==> config.mk <==
export PLATFORM = sky130hd
export DESIGN_NAME = histogram_engine
export DESIGN_NICKNAME = d
export VERILOG_FILES = /design/src/rtl/histogram_pkg.sv /design/src/rtl/hist_ram.sv /design/src/rtl/histogram_engine.sv
export SDC_FILE = /design/constraint.sdc
export NUM_CORES = 2
export LEC_CHECK = 0
export ABC_AREA = 1
export BUFFER_PORTS_ARGS = -buffer_cell sky130_fd_sc_hd__buf_4
export CAP_MARGIN = 20
export CORE_MARGIN = 2
export CORE_UTILIZATION = 45
export CTS_BUF_LIST = sky130_fd_sc_hd__clkbuf_8
export CTS_CLUSTER_DIAMETER = 150
export CTS_CLUSTER_SIZE = 25
export DETAILED_ROUTE_END_ITERATION = 8
export GPL_TIMING_DRIVEN = 0
export SLEW_MARGIN = 0
export SYNTH_ARGS = -nofsm -noshare
export SYNTH_HDL_FRONTEND = slang
export SYNTH_SLANG_ARGS = --single-unit
==> constraint.sdc <==
create_clock -name CLK -period 15.5 [get_ports CLK]
set_clock_uncertainty 0.1 [all_clocks]
set_input_delay 3.1 -clock CLK [delete_from_list [all_inputs] [get_ports CLK]]
set_output_delay 3.1 -clock CLK [all_outputs]
set_load 0.02 [all_outputs]
==> src/rtl/histogram_pkg.sv <==
// Shared types and the counter-increment helper for the histogram engine.
package histogram_pkg;

  localparam int unsigned CNT_MAX_W = 32;

  typedef enum logic {
    CLEAR = 1'b0,
    RUN   = 1'b1
  } state_t;

  // Next count for a cnt_w-bit counter; ovf flags a hit on the all-ones value.
  function automatic logic [CNT_MAX_W-1:0] sat_inc(
    input  logic [CNT_MAX_W-1:0] value,
    input  int unsigned          cnt_w,
    input  logic                 saturate,
    output logic                 ovf
  );
    logic [CNT_MAX_W:0] top;
    top = ((CNT_MAX_W+1)'(1) << cnt_w) - (CNT_MAX_W+1)'(1);
    ovf = ({1'b0, value} == top);
    if (ovf) begin
      return saturate ? value : '0;
    end
    return value + 1'b1;
  endfunction

endpackage

==> src/rtl/hist_ram.sv <==
// Simple dual-port RAM: one synchronous read port, one write port, read-old-data on collision.
module hist_ram #(
  parameter int unsigned AW = 7,
  parameter int unsigned DW = 16
) (
  input  logic          clk_i,
  input  logic          we_i,
  input  logic [AW-1:0] waddr_i,
  input  logic [DW-1:0] wdata_i,
  input  logic [AW-1:0] raddr_i,
  output logic [DW-1:0] rdata_o
);

  localparam int unsigned DEPTH = 1 << AW;

  logic [DW-1:0] mem_q [DEPTH];

  always_ff @(posedge clk_i) begin
    if (we_i) begin
      mem_q[waddr_i] <= wdata_i;
    end
    rdata_o <= mem_q[raddr_i];
  end

endmodule

==> src/rtl/histogram_engine.sv <==
// Histogram accumulator: two-stage read-modify-write over hist_ram with write forwarding,
// hardware clear sweep, shared read-out port and a running sample total.
module histogram_engine
  import histogram_pkg::*;
#(
  parameter int unsigned BIN_W    = 7,
  parameter int unsigned CNT_W    = 16,
  parameter int unsigned SATURATE = 1,
  parameter int unsigned TOT_W    = BIN_W + CNT_W
) (
  input  logic             CLK,
  input  logic             RST,
  input  logic             clear_req,
  input  logic             sample_valid,
  input  logic [BIN_W-1:0] sample_bin,
  output logic             sample_ready,
  input  logic             rd_req,
  input  logic [BIN_W-1:0] rd_addr,
  output logic             rd_valid,
  output logic [CNT_W-1:0] rd_data,
  output logic             busy,
  output logic             overflow,
  output logic [TOT_W-1:0] total
);

  state_t             state_q;
  logic [BIN_W-1:0]   sweep_q;
  logic               s1_v_q;
  logic [BIN_W-1:0]   s1_bin_q;
  logic               fwd_v_q;
  logic [BIN_W-1:0]   fwd_addr_q;
  logic [CNT_W-1:0]   fwd_data_q;
  logic               rd_v_q;
  logic [BIN_W-1:0]   rd_addr_q;
  logic               ovf_q;
  logic [TOT_W-1:0]   total_q;

  logic               run;
  logic               rd_acc;
  logic               smp_acc;
  logic [CNT_W-1:0]   old_cnt;
  logic [CNT_W-1:0]   new_cnt;
  logic               inc_ovf;
  logic               ram_we;
  logic [BIN_W-1:0]   ram_waddr;
  logic [CNT_W-1:0]   ram_wdata;
  logic [BIN_W-1:0]   ram_raddr;
  logic [CNT_W-1:0]   ram_q;

  // A read wins the single RAM read port over a sample.
  assign run          = (state_q == RUN);
  assign rd_acc       = run && rd_req && !clear_req;
  assign smp_acc      = run && sample_valid && !rd_req && !clear_req;
  assign sample_ready = run && !rd_req && !clear_req;
  assign ram_raddr    = rd_req ? rd_addr : sample_bin;

  assign busy     = (state_q == CLEAR);
  assign rd_valid = rd_v_q;
  assign overflow = ovf_q;
  assign total    = total_q;

  // S1: the RAM returns stale data if last cycle wrote the same bin, so take the written value.
  always_comb begin
    old_cnt = ram_q;
    if (fwd_v_q && (fwd_addr_q == s1_bin_q)) begin
      old_cnt = fwd_data_q;
    end
    inc_ovf = 1'b0;
    new_cnt = CNT_W'(sat_inc(CNT_MAX_W'(old_cnt), CNT_W, SATURATE != 0, inc_ovf));
  end

  always_comb begin
    ram_we    = s1_v_q;
    ram_waddr = s1_bin_q;
    ram_wdata = new_cnt;
    if (state_q == CLEAR) begin
      ram_we    = 1'b1;
      ram_waddr = sweep_q;
      ram_wdata = '0;
    end
  end

  always_comb begin
    rd_data = '0;
    if (rd_v_q) begin
      rd_data = (fwd_v_q && (fwd_addr_q == rd_addr_q)) ? fwd_data_q : ram_q;
    end
  end

  hist_ram #(
    .AW (BIN_W),
    .DW (CNT_W)
  ) u_ram (
    .clk_i   (CLK),
    .we_i    (ram_we),
    .waddr_i (ram_waddr),
    .wdata_i (ram_wdata),
    .raddr_i (ram_raddr),
    .rdata_o (ram_q)
  );

  always_ff @(posedge CLK) begin
    if (!RST) begin
      state_q    <= CLEAR;
      sweep_q    <= '0;
      s1_v_q     <= 1'b0;
      s1_bin_q   <= '0;
      fwd_v_q    <= 1'b0;
      fwd_addr_q <= '0;
      fwd_data_q <= '0;
      rd_v_q     <= 1'b0;
      rd_addr_q  <= '0;
      ovf_q      <= 1'b0;
      total_q    <= '0;
    end else begin
      fwd_v_q    <= ram_we;
      fwd_addr_q <= ram_waddr;
      fwd_data_q <= ram_wdata;
      s1_v_q     <= smp_acc;
      s1_bin_q   <= sample_bin;
      rd_v_q     <= rd_acc;
      rd_addr_q  <= rd_addr;
      case (state_q)
        CLEAR: begin
          sweep_q <= sweep_q + 1'b1;
          if (&sweep_q) begin
            state_q <= RUN;
          end
        end
        RUN: begin
          if (s1_v_q && inc_ovf) begin
            ovf_q <= 1'b1;
          end
          if (smp_acc) begin
            total_q <= total_q + 1'b1;
          end
          // The in-flight S1 write still lands this cycle; the sweep then wipes everything.
          if (clear_req) begin
            state_q <= CLEAR;
            sweep_q <= '0;
            ovf_q   <= 1'b0;
            total_q <= '0;
          end
        end
        default: state_q <= CLEAR;
      endcase
    end
  end

endmodule

# --- After elaboration in Yosys (flattened, before gate mapping) ---
# Memories as Yosys holds them, arrays and structs flattened. A register that Yosys moved wholly into a read port is not among the register bits.
# Index checks and enable logic that the tools add are counted.
totals:
  reg_bits: 72
  ram_bits: 2048
  word_cells: 58
  memories: 1
classes:
  addsub: 3
  eq_ne: 4
  n_mux: 21
  bitwise_logic: 1
  n_reduce_logical: 17
mem_list:
  columns: ["memory", "words", "width", "rd", "rd_clocked_by_memory_dff", "write_ports", "line_no", "text"]
  rows:
  - ["u_ram.mem_q", 128, 16, 1, 1, 1, "hist_ram.sv:16", "logic [DW-1:0] mem_q [DEPTH];"]
op_table:
  columns: ["op", "n"]
  rows:
  - ["2-to-1 mux 16 bit", 6]
  - ["2-to-1 mux 23 bit", 2]
  - ["adder 23 x 1 -> 23 bit (second input constant)", 1]
  - ["2-to-1 mux 7 bit", 3]
  - ["adder 16 x 1 -> 16 bit (second input constant)", 1]
  - ["== test 16 bit (second input constant)", 1]
  - ["== test 7 bit", 2]
  - ["one-hot mux 7 bit (2 select lines)", 1]
  - ["logical AND 1 bit", 10]
  - ["2-to-1 mux 1 bit", 8]
  - ["adder 7 x 1 -> 7 bit (second input constant)", 1]
  - ["AND reduction 7 bit", 1]
  - ["AND reduction 2 bit", 2]
  - ["nonzero test 2 bit", 2]
  - ["logical NOT 1 bit", 2]
  - ["inequality test 2 bit (second input constant)", 1]
  - ["one-hot mux 1 bit (2 select lines)", 1]
  - ["inverter 1 bit", 1]

# --- Longest topological paths before layout ---
depth:
  word_depth: 7
  depth_mapped: 19
  ltp_nobuf: 18

# --- Modules after synthesis ---
# Synthesis repeated with hierarchy kept, for this count alone.
unflattened:
  hier_cells: 7470
  hier_area_um2: 87121.1
modules_own_cells:
  columns: ["mod", "instances", "cells_per_inst", "area_each_um2", "seq_area_each_um2"]
  rows:
  - ["hist_ram", 1, 6793, 82828.2, 61819.3]
  - ["histogram_engine", 1, 677, 4292.9, 1441.4]

# --- Least setup slack after synthesis ---
# OpenSTA, ideal clock, no wires.
synth_timing:
  kind: "input to output"
  start: "input rd_req"
  end: "output sample_ready"
  arrival_ns: 3.705
  required_ns: 12.300
  path_slack_ns: 8.595
  path_stages: 3
  path_buffers: 2
  cell_sequence: "buf_2 > buf_2 > nor2_1"
synth_via:
  elab_chain_cells: 3
synth_rtl:
  columns: ["element", "line_no", "text"]
  rows:
  - ["start: declaration", "histogram_engine.sv:17", "input logic rd_req,"]
  - ["logical NOT 1 bit", "histogram_engine.sv:54", "assign sample_ready = run && !rd_req && !clear_req;"]
  - ["logical AND 1 bit (2 in a row)", "histogram_engine.sv:54", null]
  - ["end: declaration", "histogram_engine.sv:16", "output logic sample_ready,"]
# Every way passes these cells.

# --- Final worst setup path ---
layout_timing:
  start: "register fwd_addr_q[4]"
  end: "output rd_data[6]"
layout_via:
  elab_chain_cells: 4
layout_rtl:
  columns: ["element", "line_no", "text"]
  rows:
  - ["start: declaration", "histogram_engine.sv:31", "logic [BIN_W-1:0] fwd_addr_q;"]
  - ["start signal: assignment", "histogram_engine.sv:117", "fwd_addr_q <= ram_waddr;"]
  - ["== test 7 bit", "histogram_engine.sv:86", "rd_data = (fwd_v_q && (fwd_addr_q == rd_addr_q)) ? fwd_data_q : ram_q;"]
  - ["logical AND 1 bit", "histogram_engine.sv:86", null]
  - ["2-to-1 mux 16 bit", "histogram_engine.sv:86", null]
  - ["2-to-1 mux 16 bit", "histogram_engine.sv:85", "if (rd_v_q) begin"]
  - ["end: declaration", "histogram_engine.sv:20", "output logic [CNT_W-1:0] rd_data,"]
# Every way passes these cells.

==> flow_metrics.tcl <==
set metrics [dict create \
    hold_viol_final 0 \
    drive_gt1_share_pct 7.91 \
    ctsResizeCount 0 \
    cts_buffers 95 \
    fin_area_mm2 0.0940 \
    port_buffers 59 \
    r2r-start "fwd_addr_q[4]" \
    relSlewSlack_pct 11.4 \
    worstHoldPathType "reg2reg" \
    leakagePower_nw 28.6 \
    drtPass1Iterations 6 \
    route.vias.total 63100 \
    rsz0062_at_grt "false" \
    routed_wl_mm 354 \
    hold_depth 2 \
    maxCapViolations 0 \
    place_area_mm2 0.0924 \
    min_from "overflow" \
    drt_iter0_drc 11800 \
    antenna_found_initial 21 \
    synth_largest_type_area_fraction_pct 72.2 \
    setup-violations-final 0 \
    coreArea_mm2 0.188 \
    dieArea_mm2 0.193 \
    grt-ovfl-total 0 \
    internal-power_mw 7.09 \
    worstRegToRegCells 20 \
    yosys-top-cells-area "edfxtp_1 72%, o21ai_0 6.2%, nor2_1 5.5%, o22ai_1 3.7%, nand2_1 3.2%" \
    io_pins 62 \
    nets 7274 \
    vias_per_cell 6.44 \
    synthDistinctLibCells 44 \
    fin_setup_tns_ns 0 \
    die_h_um 439 \
    synthCells 6956 \
    crit_arrival_ns 3.81 \
    num-fill-cells 16600 \
    clk_latency_ns 0.99 \
    wl_per_cell_um 36.2 \
    drc 0 \
    final_cell_mix "2048 x edfxtp_1, 1116 x nor2_1, 1048 x o21ai_0, 727 x nand2_1, 521 x nand3_1" \
    total_power_mw 9.80 \
    cp_cell_sequence "xnor2_1 > o211ai_1 > nor4_2 > inv_1 > clkbuf_1 > a211oi_1 > buf_4" \
    final_common_cell "edfxtp_1" \
    fin_ws_ns 8.49 \
    syn_area_mm2 0.0851 \
    post_cts_buffers 0 \
    cts_buffer_depth 3 \
    seqPwrFrac_pct 63.9 \
    fmax_ghz 0.143 \
    p_comb_share_pct 12.4 \
    switchingPower_mw 2.71 \
    crit_path_max_fanout 10 \
    die_width_um 439 \
    drv_slew 0 \
    tightest_slew_ns 1.33 \
    synth-warning-count 0 \
    place_ws_ns 8.24 \
    grt_util_all_layers_pct 35.9 \
    cp_slowest_cell "nor4_2" \
    sw_frac_of_total_pct 27.6 \
    rr_endpoint "u_ram.mem_q[55][8]" \
    postSynthAreaPerCell_um2 12.2 \
    max_stage_delay_ns 0.72 \
    root_buffer "clkbuf_8" \
    period_minus_slack_ns 7.01 \
    cts.sinks 2136 \
    crit_type "reg2out" \
    syn-num-nets 6978 \
    grt_max_degree 84 \
    initial_utilization_pct 45.3 \
    fin_crit_sh_pct 45.2 \
    fin_cells 9791 \
    yosysTopAreaCell "edfxtp_1" \
    areaGrowthSynthToFinish_pct 10.4 \
    reg2reg_slack_ns 11.14 \
    p_per_area_mw_per_mm2 104 \
    clk_pin_slew_ns 0.15 \
    ant_nets 0 \
    grt_pass1_vias 57500 \
    ir_drop_v 0.0000813 \
    synth-seq-cells 2136 \
    pwr-share-clk_pct 23.7 \
    fp-row-count 159 \
    cts_tree "yes" \
    gp_congestion 1.03 \
    grt_pass1_wl_mm 473 \
    h-tree-depth 3 \
    outcome "finished, final reports clean" \
    cts_hold_buffers 0 \
    ys_seq_area_share_pct 74.3 \
    crit_required_ns 12.30 \
    hold_end "overflow" \
    cp-end-kind "output pin" \
    dp.cells 9648 \
    start_kind "register" \
    hpwlAfterDp_mm 247 \
]
power by group through the flow:
stage / Combinational (mW) / Clock, mW / Sequential, mW
2_1_floorplan: 0.561 / 0 / 6.38
5_1_grt: 1.23 / 2.47 / 6.26
6_report: 1.21 / 2.33 / 6.26
4_1_cts: 1.15 / 2.30 / 6.26
3_3_place_gp: 1.12 / 0 / 6.39
3_5_place_dp: 1.14 / 0 / 6.39
Yosys cell counts, drive strengths merged:
cell,count
edfxtp,2048
nor2,1256
o21ai,1057
nand2,738
nand3,525
o22ai,510
clkbuf,360
inv,148
buf,109
dfxtp,88
a21oi,37
nor3,23
a211oi,12
nand4,8
xor2,6
nand3b,5
ha,3
o21bai,3
xnor2,3
and3,2
clkinv,2
nor4,2
or2,2
a22oi,1
a311oi,1
a32o,1
a41oi,1
and2,1
nor3b,1
o2111ai,1
o211ai,1
o21a,1
worst max-delay path: cells and delay by family, from the launching register on:
| kind | cells | cell delay (ns) |
|---|---|---|
| flops | 1 | 0.46 |
| compound gates | 2 | 0.65 |
| buf+inv | 3 | 0.85 |
| xor+xnor | 1 | 0.14 |
| simple gates | 1 | 0.72 |
cells by family (layout without fill, tap and decap cells):
group / Yosys count / count (layout) / synth area share (%)
AO/OA/AOI/OAI: 1626 / 1626 / 10.4
XOR/XNOR: 9 / 9 / 0.0926
adder cells (fa/ha/maj): 3 / 3 / 0.0441
buffers and inverters: 619 / 946 / 2.87
flip-flops: 2136 / 2136 / 74.3
other: 0 / 13 / 0
AND/OR/NAND/NOR: 2563 / 2563 / 12.3
state kept, by name (all words and copies together), names as in the netlist:
name           flops
s1_v_q             1
run                1
rd_addr_q          7
u_ram.rdata_o     16
rd_valid           1
overflow           1
sweep_q            7
u_ram.mem_q     2048
fwd_v_q            1
total             23
s1_bin_q           7
fwd_addr_q         7
fwd_data_q        16
through the flow:
stage	hold WS [ns]	utilization, %
6_report	0.374	50.0
5_1_grt	0.400	50.0
2_1_floorplan	0.353	-
3_3_place_gp	0.357	47.2
4_1_cts	0.370	50.0
3_5_place_dp	0.348	49.2
layer usage:
metal | track usage (%) | wire (um)
met5 | 0 | 29
met4 | 20.8 | 25500
met3 | 10.3 | 48300
met2 | 52.1 | 151000
met1 | 48.4 | 130000
area by class of cell:
| cell class | count | area [um2] | area share [%] |
|---|---|---|---|
| Antenna cell | 13 | 32.5 | 0.0346 |
| Buffer | 469 | 1890 | 2.01 |
| Clock buffer | 99 | 1360 | 1.45 |
| Clock inverter | 29 | 133 | 0.141 |
| Inverter | 150 | 618 | 0.658 |
| Multi-Input combinational cell | 4201 | 20200 | 21.5 |
| Sequential cell | 2136 | 63300 | 67.3 |
| Tap cell | 2495 | 3120 | 3.32 |
| Timing Repair Buffer | 199 | 3380 | 3.60 |
worst max-delay path by stage:
stage | startpoint | endpoint | slack, ns | depth (start not counted)
4_1_cts | clear_req | sample_ready | 8.48 | 5
5_1_grt | fwd_addr_q[4] | rd_data[6] | 8.22 | 7
3_5_place_dp | rd_req | u_ram.rdata_o[14] | 8.24 | 15
6_report | fwd_addr_q[4] | rd_data[6] | 8.49 | 7
2_1_floorplan | rd_req | sample_ready | 8.59 | 3
3_3_place_gp | fwd_addr_q[6] | u_ram.mem_q[70][8] | 2.19 | 14
Note: power is estimated with default switching activity, not from simulation.
